File: src/rtl/jt1942_prog_sdram.sv
// ROM download byte stream -> FIFO -> 16-bit masked SDRAM write requests (req/ack).
// Define JT1942_PROG_MERGE_EN to merge complementary byte pairs into one write.
module jt1942_prog_sdram #(
  parameter int FIFO_AW  = 3,
  parameter int MERGE_TO = 15
) (
  input  logic        clk_rom,
  input  logic        rst,
  input  logic        downloading,
  input  logic [21:0] prog_addr,
  input  logic [7:0]  prog_data,
  input  logic [1:0]  prog_mask,
  input  logic        prog_we,
  output logic        wr_req,
  output logic [21:0] wr_addr,
  output logic [15:0] wr_data,
  output logic [1:0]  wr_mask,
  input  logic        wr_ack,
  output logic        busy,
  output logic        overflow,
  output logic        done
);

  localparam int DEPTH = 1 << FIFO_AW;
  localparam int EW    = 22 + 16 + 2;

  typedef enum logic [1:0] {IDLE, REQ, GAP, DRAIN} state_t;

  if (FIFO_AW < 1 || MERGE_TO < 1) begin : g_param_range_unsupported
  end

  state_t            state_q, state_d;
  logic              vld_p0_q, vld_p0_d;
  logic [21:0]       addr_p0_q, addr_p0_d;
  logic [7:0]        data_p0_q, data_p0_d;
  logic [1:0]        mask_p0_q, mask_p0_d;
  logic [FIFO_AW:0]  wptr_q, wptr_d, rptr_q, rptr_d;
  logic [EW-1:0]     mem_q [DEPTH];
  logic [EW-1:0]     mem_d [DEPTH];
  logic [EW-1:0]     head;
  logic [EW-1:0]     push_entry;
  logic              push_vld, push, pop, empty, full, hold_vld, drain_ok;
  logic              ovf_q, ovf_d, dl_q, dl_d, sess_q, sess_d;
  logic [21:0]       wr_addr_q, wr_addr_d;
  logic [15:0]       wr_data_q, wr_data_d;
  logic [1:0]        wr_mask_q, wr_mask_d;

  // p0: register the download strobe; bytes outside a session never enter
  always_comb begin
    vld_p0_d  = prog_we & downloading;
    addr_p0_d = prog_addr;
    data_p0_d = prog_data;
    mask_p0_d = prog_mask;
  end

`ifdef JT1942_PROG_MERGE_EN
  localparam int TO_W = (MERGE_TO > 1) ? $clog2(MERGE_TO) : 1;

  logic            vld_p1_q, vld_p1_d;
  logic [21:0]     addr_p1_q, addr_p1_d;
  logic [15:0]     data_p1_q, data_p1_d;
  logic [1:0]      mask_p1_q, mask_p1_d;
  logic [TO_W-1:0] to_cnt_q, to_cnt_d;
  logic            pair;

  // p1: merge register; a held low/high byte waits for its partner
  always_comb begin
    vld_p1_d   = vld_p1_q;
    addr_p1_d  = addr_p1_q;
    data_p1_d  = data_p1_q;
    mask_p1_d  = mask_p1_q;
    to_cnt_d   = to_cnt_q;
    push_vld   = 1'b0;
    push_entry = {addr_p1_q, data_p1_q, mask_p1_q};
    pair = vld_p1_q && vld_p0_q && (addr_p0_q == addr_p1_q) &&
           (mask_p1_q == 2'b10 || mask_p1_q == 2'b01) &&
           ((mask_p0_q ^ mask_p1_q) == 2'b11);
    if (vld_p0_q) begin
      to_cnt_d = '0;
      if (pair) begin
        push_vld   = 1'b1;
        push_entry = {addr_p1_q,
                      (mask_p0_q == 2'b01) ? {data_p0_q, data_p1_q[7:0]}
                                           : {data_p1_q[15:8], data_p0_q},
                      2'b00};
        vld_p1_d   = 1'b0;
      end else begin
        push_vld  = vld_p1_q;
        vld_p1_d  = 1'b1;
        addr_p1_d = addr_p0_q;
        data_p1_d = {data_p0_q, data_p0_q};
        mask_p1_d = mask_p0_q;
      end
    end else if (vld_p1_q) begin
      if (to_cnt_q == TO_W'(MERGE_TO - 1) || !downloading) begin
        push_vld = 1'b1;
        vld_p1_d = 1'b0;
        to_cnt_d = '0;
      end else begin
        to_cnt_d = to_cnt_q + 1'b1;
      end
    end
    hold_vld = vld_p1_q;
  end

  always_ff @(posedge clk_rom) begin
    if (rst) begin
      vld_p1_q <= 1'b0;
      to_cnt_q <= '0;
    end else begin
      vld_p1_q <= vld_p1_d;
      to_cnt_q <= to_cnt_d;
    end
    addr_p1_q <= addr_p1_d;
    data_p1_q <= data_p1_d;
    mask_p1_q <= mask_p1_d;
  end
`else
  always_comb begin
    push_vld   = vld_p0_q;
    push_entry = {addr_p0_q, data_p0_q, data_p0_q, mask_p0_q};
    hold_vld   = 1'b0;
  end
`endif

  // FIFO: a pop in the same cycle frees the slot a push at full needs
  always_comb begin
    head  = mem_q[rptr_q[FIFO_AW-1:0]];
    empty = (wptr_q == rptr_q);
    full  = (wptr_q[FIFO_AW] != rptr_q[FIFO_AW]) &&
            (wptr_q[FIFO_AW-1:0] == rptr_q[FIFO_AW-1:0]);
    pop   = (state_q == REQ) && wr_ack;
    push  = push_vld && (!full || pop);
    mem_d = mem_q;
    if (push) mem_d[wptr_q[FIFO_AW-1:0]] = push_entry;
    wptr_d = wptr_q + {{FIFO_AW{1'b0}}, push};
    rptr_d = rptr_q + {{FIFO_AW{1'b0}}, pop};
    dl_d   = downloading;
    ovf_d  = ovf_q;
    if (downloading && !dl_q) ovf_d = 1'b0;
    if (push_vld && full && !pop) ovf_d = 1'b1;
  end

  // Request FSM
  always_comb begin
    state_d   = state_q;
    wr_addr_d = wr_addr_q;
    wr_data_d = wr_data_q;
    wr_mask_d = wr_mask_q;
    drain_ok  = sess_q && !downloading && empty && !vld_p0_q && !hold_vld;
    case (state_q)
      IDLE: begin
        if (!empty) begin
          wr_addr_d = head[39:18];
          wr_data_d = head[17:2];
          wr_mask_d = head[1:0];
          state_d   = REQ;
        end else if (drain_ok) begin
          state_d = DRAIN;
        end
      end
      REQ:     if (wr_ack) state_d = GAP;
      GAP:     state_d = drain_ok ? DRAIN : IDLE;
      DRAIN:   state_d = IDLE;
      default: state_d = IDLE;
    endcase
    // a session ends at its single done pulse
    sess_d = downloading ? 1'b1 : ((state_d == DRAIN) ? 1'b0 : sess_q);
  end

  always_ff @(posedge clk_rom) begin
    if (rst) begin
      state_q   <= IDLE;
      vld_p0_q  <= 1'b0;
      wptr_q    <= '0;
      rptr_q    <= '0;
      ovf_q     <= 1'b0;
      dl_q      <= 1'b0;
      sess_q    <= 1'b0;
      wr_addr_q <= '0;
      wr_data_q <= '0;
      wr_mask_q <= 2'b11;
    end else begin
      state_q   <= state_d;
      vld_p0_q  <= vld_p0_d;
      wptr_q    <= wptr_d;
      rptr_q    <= rptr_d;
      ovf_q     <= ovf_d;
      dl_q      <= dl_d;
      sess_q    <= sess_d;
      wr_addr_q <= wr_addr_d;
      wr_data_q <= wr_data_d;
      wr_mask_q <= wr_mask_d;
    end
    addr_p0_q <= addr_p0_d;
    data_p0_q <= data_p0_d;
    mask_p0_q <= mask_p0_d;
    mem_q     <= mem_d;
  end

  assign wr_req   = (state_q == REQ);
  assign done     = (state_q == DRAIN);
  assign wr_addr  = wr_addr_q;
  assign wr_data  = wr_data_q;
  assign wr_mask  = wr_mask_q;
  assign overflow = ovf_q;
  assign busy     = !empty || wr_req || hold_vld || vld_p0_q;

endmodule

File: config.mk
export PLATFORM = sky130hd
export DESIGN_NAME = jt1942_prog_sdram
export DESIGN_NICKNAME = d
export VERILOG_FILES = /design/src/rtl/jt1942_prog_sdram.sv
export SDC_FILE = /design/constraint.sdc
export NUM_CORES = 1
export LEC_CHECK = 0
export CAP_MARGIN = 0
export CORE_MARGIN = 5
export CORE_UTILIZATION = 50
export DETAILED_ROUTE_END_ITERATION = 6
export DONT_BUFFER_PORTS = 1
export GPL_TIMING_DRIVEN = 0
export PLACE_DENSITY_LB_ADDON = 0.25
export SYNTH_ARGS = -nofsm -noshare
export SYNTH_HDL_FRONTEND = slang
export SYNTH_SLANG_ARGS = --single-unit
File: constraint.sdc
create_clock -name clk_rom -period 12 [get_ports clk_rom]
set_clock_uncertainty 0.05 [all_clocks]
set_input_delay 2.4 -clock clk_rom [delete_from_list [all_inputs] [get_ports clk_rom]]
set_output_delay 2.4 -clock clk_rom [all_outputs]
set_load 0.005 [all_outputs]
# --- After elaboration in Yosys (flattened, before gate mapping) ---
# Index checks and enable logic that the tools add are counted.
totals:
  register_bits: 406
classes:
  bitwise_logic: 4
  n_mux: 15
  eq_ne: 7
  n_addsub: 2
  n_reduce_logical: 23
  order_cmp: 3
ops:
  columns: ["cell", "count"]
  rows:
  - ["$bwmux 320", 1]
  - ["$bmux 40 s3", 1]
  - ["$demux 40 s3", 1]
  - ["$mux 40", 3]
  - ["$logic_and 1x1->1", 10]
  - ["$add 4x1->4", 2]
  - ["$ge 4x4->1 const B", 2]
  - ["$mux 2", 4]
  - ["$not 3->4", 2]
  - ["$pmux 2 s4", 1]
  - ["$eq 2x2->1 const B", 3]
  - ["$logic_not 1->1", 6]
  - ["$eq 4x4->1", 1]
  - ["$lt 4x1->1 const B", 1]
  - ["$mux 1", 4]
  - ["$reduce_bool 2->1", 2]
  - ["$eq 3x3->1", 1]
  - ["$logic_or 1x1->1", 3]
  - ["$eq 2x1->1 const B", 1]
  - ["$logic_not 2->1", 1]
  - ["$reduce_and 2->1", 1]
  - ["$and 1x1->1", 1]
  - ["$ne 1x1->1", 1]
  - ["$not 1->1", 1]

# --- Depth between registers and ports, before layout ---
# Gate-level depths: netlist of run 1.
depth:
  word_depth: 10
  ltp_mapped: 9
  depth_no_buf: 8

# --- Worst setup path before layout of run 1 ---
# Ideal clock, no wire load.
synth_path:
  kind: "input to register"
  from: "input port wr_ack"
  to: "register mem_q[120] (netlist name) (enable)"
  arrival_ns: 6.182
  n_path_buf: 0
  cell_stages: 3
  path_slack_ns: 5.255
  cell_sequence: "nand2_1 -> a31o_2 -> nor4b_1"
synth_via:
  elab_chain_cells: 3
synth_rtl:
  columns: ["element", "line", "text"]
  rows:
  - ["start: declaration", "18", "input logic wr_ack,"]
  - ["$logic_and 1x1->1", "132", "pop = (state_q == REQ) && wr_ack;"]
  - ["$logic_or 1x1->1", "133", "push = push_vld && (!full || pop);"]
  - ["$logic_and 1x1->1", "133", null]
  - ["end signal: assignment", "198", "mem_q <= mem_d;"]
  - ["end: declaration", "38", "logic [EW-1:0] mem_q [DEPTH];"]
# Every way passes these cells.
# A chain may end at the register's enable or synchronous reset.

# --- Final worst setup path of run 1 ---
layout_path:
  from: "register wptr_q[1]"
  to: "output port busy"
layout_via:
  elab_chain_cells: 4
layout_rtl:
  columns: ["element", "line", "text"]
  rows:
  - ["start: declaration", "37", "logic [FIFO_AW:0] wptr_q, wptr_d, rptr_q, rptr_d;"]
  - ["start signal: assignment", "186", "wptr_q <= wptr_d;"]
  - ["$eq 4x4->1", "129", "empty = (wptr_q == rptr_q);"]
  - ["$logic_not 1->1", "207", "assign busy = !empty || wr_req || hold_vld || vld_p0_q;"]
  - ["$logic_or 1x1->1 (2 in a row)", "207", null]
  - ["end: declaration", "19", "output logic busy,"]
# Every way passes these cells.

==> results of run 1 <==
power groups by stage:
stage                     combinational [mW]  clock, mW  sequential, mW
after detailed placement               0.133          0            1.33
final                                  0.132       1.01            1.30
after global placement                 0.129          0            1.33
after floorplan                        0.103          0            1.32
after global routing                   0.144       1.08            1.31
after CTS                              0.134       1.03            1.31
synthesized netlist by cell type (2+ instances only):
| cell | n |
|---|---|
| edfxtp_1 | 256 |
| dfxtp_1 | 78 |
| mux4_2 | 64 |
| nor2_1 | 41 |
| a211oi_2 | 30 |
| mux2i_1 | 30 |
| buf_2 | 19 |
| buf_4 | 11 |
| clkbuf_1 | 9 |
| xor2_1 | 6 |
| nor2b_1 | 5 |
| ha_1 | 4 |
| nand3_1 | 4 |
| nor3_1 | 4 |
| a21oi_1 | 3 |
| buf_6 | 3 |
| inv_1 | 3 |
| nor4b_1 | 3 |
| a211oi_1 | 2 |
| and2_1 | 2 |
| and4b_1 | 2 |
| mux2_2 | 2 |
| nand2_1 | 2 |
| nor4_1 | 2 |
| o21ai_1 | 2 |
| or3_1 | 2 |
| xnor2_1 | 2 |
cells by family (layout without fill, tap and decap cells):
logic type	after synthesis	after routing	synth area share
DFF	334	334	0.759
muxes	96	96	0.145
and+or+nand+nor	69	69	0.0274
buffers and inverters	46	137	0.0213
AOI/OAI and AO/OA	43	43	0.0381
xor gates and xnor gates	8	8	0.00575
adders and majority gates	4	4	0.00411
how the worst min path moves through the flow:
stage / slack (ns) / to / start / depth (start not counted)
final: 0.44 / sess_q / sess_q / 2
after CTS: 0.44 / sess_q / sess_q / 2
after detailed placement: 0.44 / sess_q / sess_q / 2
after floorplan: 0.41 / sess_q / sess_q / 2
after global placement: 0.42 / sess_q / sess_q / 2
after global routing: 0.47 / sess_q / sess_q / 2
stage by stage:
step,worst slack (ns),hold slack (ns),utilization
after floorplan,5.25,0.410,-
after global placement,1.54,0.420,0.521
after detailed placement,7.26,0.435,0.535
after CTS,7.29,0.443,0.580
after global routing,7.19,0.474,0.580
final,7.31,0.440,0.580
state kept, by name (all words and copies together), names as in the netlist:
name	cells
addr_p0_q	22
data_p0_q	8
dl_q	1
mask_p0_q	2
mem_q	256
overflow	1
push_vld	1
rptr_q	4
sess_q	1
state_q	2
wptr_q	4
wr_addr	22
wr_data	8
wr_mask	2
critical path, delay by kind of cell, from the launching register on:
family                    cells  cell delay, ns
xor gates and xnor gates      1            0.16
buffers and inverters         2            0.37
DFF                           1            0.33
and+or+nand+nor               2            0.88
layer usage:
metal	global-route usage	share of wire	vias up
met5	0	0	-
met4	0.0459	0.019	0
met3	0.0369	0.060	36
met2	0.285	0.50	153
met1	0.232	0.42	2905
li1	-	-	2527
area by class of cell:
cell class / instances / area [sq um]
Fill cell: 1757 / 10200
Inverter: 4 / 15.0
Clock inverter: 14 / 108
Clock buffer: 48 / 975
Multi-Input combinational cell: 220 / 2720
Sequential cell: 334 / 9250
Timing Repair Buffer: 29 / 293
Buffer: 42 / 245
Tap cell: 324 / 405
==> flow_summary_export.csv, run 1 <==
group,metric,value,unit
layout,layout_common_cells,"256 x edfxtp_1, 78 x dfxtp_1, 64 x mux4_2",
route,dr.pass1.iters,4,
power_and_ir_drop,total_power,2.44,mW
floorplanning,core,24200,sq um
yosys,async_reset_ff_frac,0,
setup_path,end_kind,"output port",
yosys,synth_top_cell_area_share,0.631,
sta,slew_viol_final,0,
power_and_ir_drop,clkPwrFrac,0.412,
layout,area_delta_synth_final,14.9,%
setup_path,r2r-start,"wptr_q[1]",
yosys,synth_edf_count,256,
cts,post_cts.repair.setup_buffers,0,
yosys,synth_cells,600,
yosys,yosys-top-cells-area,"edfxtp_1 63%, dfxtp_1 13%, mux4_2 12%",
global_route,grt-ovfl-total,0,
power_and_ir_drop,combPwrFrac,0.054,
sta,tightest_slew,1.04,ns
place,place.gp.congestion,0.725,
place,io_buffers,0,
place,dpl_cell_area,12900,sq um
route,antenna_left,0,
sta,rsz0062_at_grt,"no",
yosys,ys_warn_count,0,
cts,cts_resized,0,
sta,finalHoldViolations,0,
layout,design_area,14000,sq um
layout,antennaDiodeCount,0,
floorplanning,num_rows,57,
setup_path,r2r-end,"mem_q[141]",
setup_path,crit_type,"register to output port",
cts,cts_hold_buf,0,
floorplanning,start_util,0.504,
layout,layout_commonest_cell,"edfxtp_1",
global_route,grt_max_degree,27,
setup_path,cp_slowest_cell,"or4_4",
cts,clk-insertion-delay-late,0.50,ns
yosys,yosysSeqAreaShare,0.759,
route,drcViolationCount,0,
power_and_ir_drop,p_leak,4.53,nW
floorplanning,io_pins,81,
sta,post-route-period-util,0.391,
cts,h-tree-depth,2,
power_and_ir_drop,seqPwrFrac,0.534,
setup_path,cp_slowest_stage_delay,0.55,ns
power_and_ir_drop,p_per_area,174,nW/um^2
cts,cts.clk_slew.worst_paths,0.06,ns
global_route,grtUsageTotal,0.171,
yosys,syn_area_per_cell,20.3,sq um
power_and_ir_drop,p_switching,0.519,mW
layout,fin_nets,707,
route,first_iter_violations,416,
global_route,antenna_found_initial,0,
yosys,synth_flop_cell,"edfxtp_1",
power_and_ir_drop,swShare,0.213,
setup_path,ff2ff_setup_slack,8.83,ns
setup_path,cp.arrival,2.24,ns
setup_path,crit_chain,"buf_2 > xor2_1 > or4_4 > buf_6 > or3_1",
route,wl_per_cell,22.9,microns
cts,cts_made_buffers,35,
floorplanning,fp.dieH,166,microns
place,dpl.hpwl,15100,microns
sta,finalSetupTns,0,ns
yosys,synth-seq-cells,334,
floorplanning,die_width,166,microns
yosys,synth_cell_type_count,36,
global_route,grt_pass1_wl,36200,microns
setup_path,crit_path_max_fanout,10,
status,status,"finished clean",
cts,root_buffer,"clkbuf_16",
yosys,yosysTopAreaCell,"edfxtp_1",
setup_path,crit_path_start_kind,"register",
global_route,grt_pass1_vias,6075,
yosys,syn-num-nets,641,
sta,slew_headroom,0.306,
route,drt-total-wl,23200,microns
setup_path,cp-endpoint,"busy",
cts,clock_sinks,334,
cts,cts_tree,"yes",
route,vias,5621,
layout,fin_cells,1015,
setup_path,required,9.55,ns
sta,fmax,0.213,GHz
setup_path,critPathLaunch,"wptr_q[1]",
floorplanning,die-area,27600,sq um
sta,setup_viol,0,
route,post_drt_via_cell_ratio,5.54,
power_and_ir_drop,intPower,1.92,mW
cts,cts_buffer_depth,3,
job,cap_violations,0,
sta,min_period,4.69,ns
layout,drive_above_1_share,0.323,
power_and_ir_drop,ir_worst_vdd,0.0878,mV
place,dp_cells,953,
yosys,netlist_area,12200,sq um
hold_path,hp-class,"register to register",
setup_path,reg2regPathDepth,8,
No activity file was read; power rests on OpenSTA's default activity.
==> inputs of run 2 (changes only) <==
==> constraint.sdc (replaced) <==
create_clock -name clk_rom -period 3.9 [get_ports clk_rom]
set_clock_uncertainty 0.05 [all_clocks]
set_input_delay 0.78 -clock clk_rom [delete_from_list [all_inputs] [get_ports clk_rom]]
set_output_delay 0.78 -clock clk_rom [all_outputs]
set_load 0.005 [all_outputs]
==> run 2 against run 1 <==
Compared with the run above:
- sequential share of layout area shrank 0.15 points
- first-iteration DRC count grew 0.24%
- clock-buffer cell count grew 3
- critical path depth is the same
- via count shrank 0.27%
- non-clock buffer count shrank 5
- sequential power grew to 3.1 times the previous value
- design area grew 0.23%
- flip-flop and latch count is the same
==> flow_summary_export.csv, run 2 (same netlist as run 1, synthesis figures left out) <==
group,metric,value,unit
power_and_ir_drop,p_leak,4.53,nW
sta,slew_viol_final,0,
cts,cts_buffer_depth,3,
setup_path,crit_type,"register to output port",
cts,cts_hold_buf,0,
sta,finalHoldViolations,0,
layout,area_delta_synth_final,15.2,%
global_route,grtUsageTotal,0.171,
setup_path,reg2regPathDepth,8,
setup_path,path_delay_family,"simple AND/OR/NAND/NOR gates",
setup_path,cp.arrival,2.28,ns
setup_path,cp_slowest_stage_delay,0.56,ns
sta,post-route-period-util,0.797,
layout,drive_above_1_share,0.313,
cts,cts.clk_slew.worst_paths,0.06,ns
place,io_buffers,0,
setup_path,cp_slowest_cell,"or4_4",
global_route,use_met1,0.235,
power_and_ir_drop,p_per_area,547,nW/um^2
cts,root_buffer,"clkbuf_16",
setup_path,crit_buf_inv,2,
floorplanning,start_util,0.504,
sta,min_period,3.11,ns
place,dpl_cell_area,12900,sq um
setup_path,crit_chain,"buf_2 > xor2_1 > or4_4 > buf_6 > or3_1",
setup_path,crit_path_max_fanout,10,
global_route,grt_pass1_wl,35800,microns
place,dp_cells,948,
global_route,use_met2,0.278,
cts,clock_sinks,334,
global_route,antenna_found_initial,0,
route,first_iter_violations,417,
sta,fmax,0.322,GHz
setup_path,required,3.07,ns
route,antenna_left,0,
floorplanning,core,24200,sq um
setup_path,crit_cells,5,
route,vias,5606,
setup_path,crit_path_start_kind,"register",
layout,final_util,0.581,
sta,slew_headroom,0.331,
floorplanning,die_width,166,microns
floorplanning,io_pins,81,
layout,antennaDiodeCount,0,
floorplanning,fp.dieH,166,microns
setup_path,end_kind,"output port",
route,drt-total-wl,23400,microns
global_route,grt_pass1_vias,5910,
sta,tightest_slew,0.998,ns
hold_path,hp-class,"primary input to register",
layout,largest_reg_flops,256,
layout,layout_common_cells,"256 x edfxtp_1, 78 x dfxtp_1, 64 x mux4_2",
global_route,grt-ovfl-total,0,
cts,clk-insertion-delay-late,0.51,ns
global_route,grt_use_met3,0.0383,
layout,design_area,14000,sq um
status,status,"finished clean",
route,drcViolationCount,0,
route,post_drt_via_cell_ratio,5.55,
sta,hold-worst-slack,0.239,ns
cts,cts_tree,"yes",
route,dr.pass1.iters,5,
layout,regMostFlops,"mem_q",
power_and_ir_drop,ir_worst_vdd,0.303,mV
floorplanning,die-area,27600,sq um
layout,layout_commonest_cell,"edfxtp_1",
place,dpl.hpwl,15000,microns
layout,fin_nets,702,
floorplanning,num_rows,57,
layout,fin_cells,1011,
route,wl_per_cell,23.2,microns
cts,cts_made_buffers,35,
cts,cts_resized,0,
cts,h-tree-depth,2,
global_route,grt-busiest-layer,"met2",
global_route,grt_max_degree,24,
cts,post_cts.repair.setup_buffers,0,
place,place.gp.congestion,0.740,
sta,setup_viol,0,
sta,rsz0062_at_grt,"no",
hold_path,min_path_cells,0,
job,cap_violations,0,
[run 2: cell types whose count changed in the layout (fill, tap and decap cells not counted), moves of 2 or more]
cell / change
buf_4: -6
clkbuf_8: -2
clkinv_2: -3
clkbuf_1: +4
bufinv_16: +2
[run 2: final cells by class]
| class | instances | area (sq um) |
|---|---|---|
| well taps | 324 | 405 |
| clock buffers | 51 | 987 |
| flip-flops and latches | 334 | 9250 |
| inverters | 4 | 15.0 |
| repair buffers | 24 | 259 |
| plain buffers | 42 | 245 |
| fillers | 1764 | 10100 |
| multi-input cells | 220 | 2730 |
| clock inverters | 12 | 153 |
[run 2: metal layers]
layer / share of wire / vias up / wire (microns)
met5: 0 / - / 0
met2: 0.50 / 164 / 11700
met3: 0.063 / 36 / 1480
met1: 0.42 / 2884 / 9820
li1: - / 2522 / -
met4: 0.020 / 0 / 468
[run 2: worst paths after layout]
check / startpoint / endpoint / slack (ns)
max: wptr_q[1] / busy / 0.79
min: prog_data[4] / data_p0_q[4] / 0.24
max reg2reg: wptr_q[1] / mem_q[222] / 0.83
min reg2reg: sess_q / sess_q / 0.44
[run 2: report_power, final]
| group | switching [mW] | internal (mW) | total (mW) |
|---|---|---|---|
| Sequential | 0.0934 | 3.92 | 4.02 |
| Clock | 1.29 | 1.97 | 3.25 |
| Combinational | 0.231 | 0.176 | 0.406 |
[run 2: through the flow]
stage          setup WS (ns)  setup TNS [ns]  power (mW)
4_1_cts                0.786               0        7.75
2_1_floorplan          -1.20         -106.23        4.38
5_1_grt                0.697               0        7.94
6_report               0.794               0        7.68
3_5_place_dp           0.834               0        4.51
3_3_place_gp           -4.80         -576.35        4.48
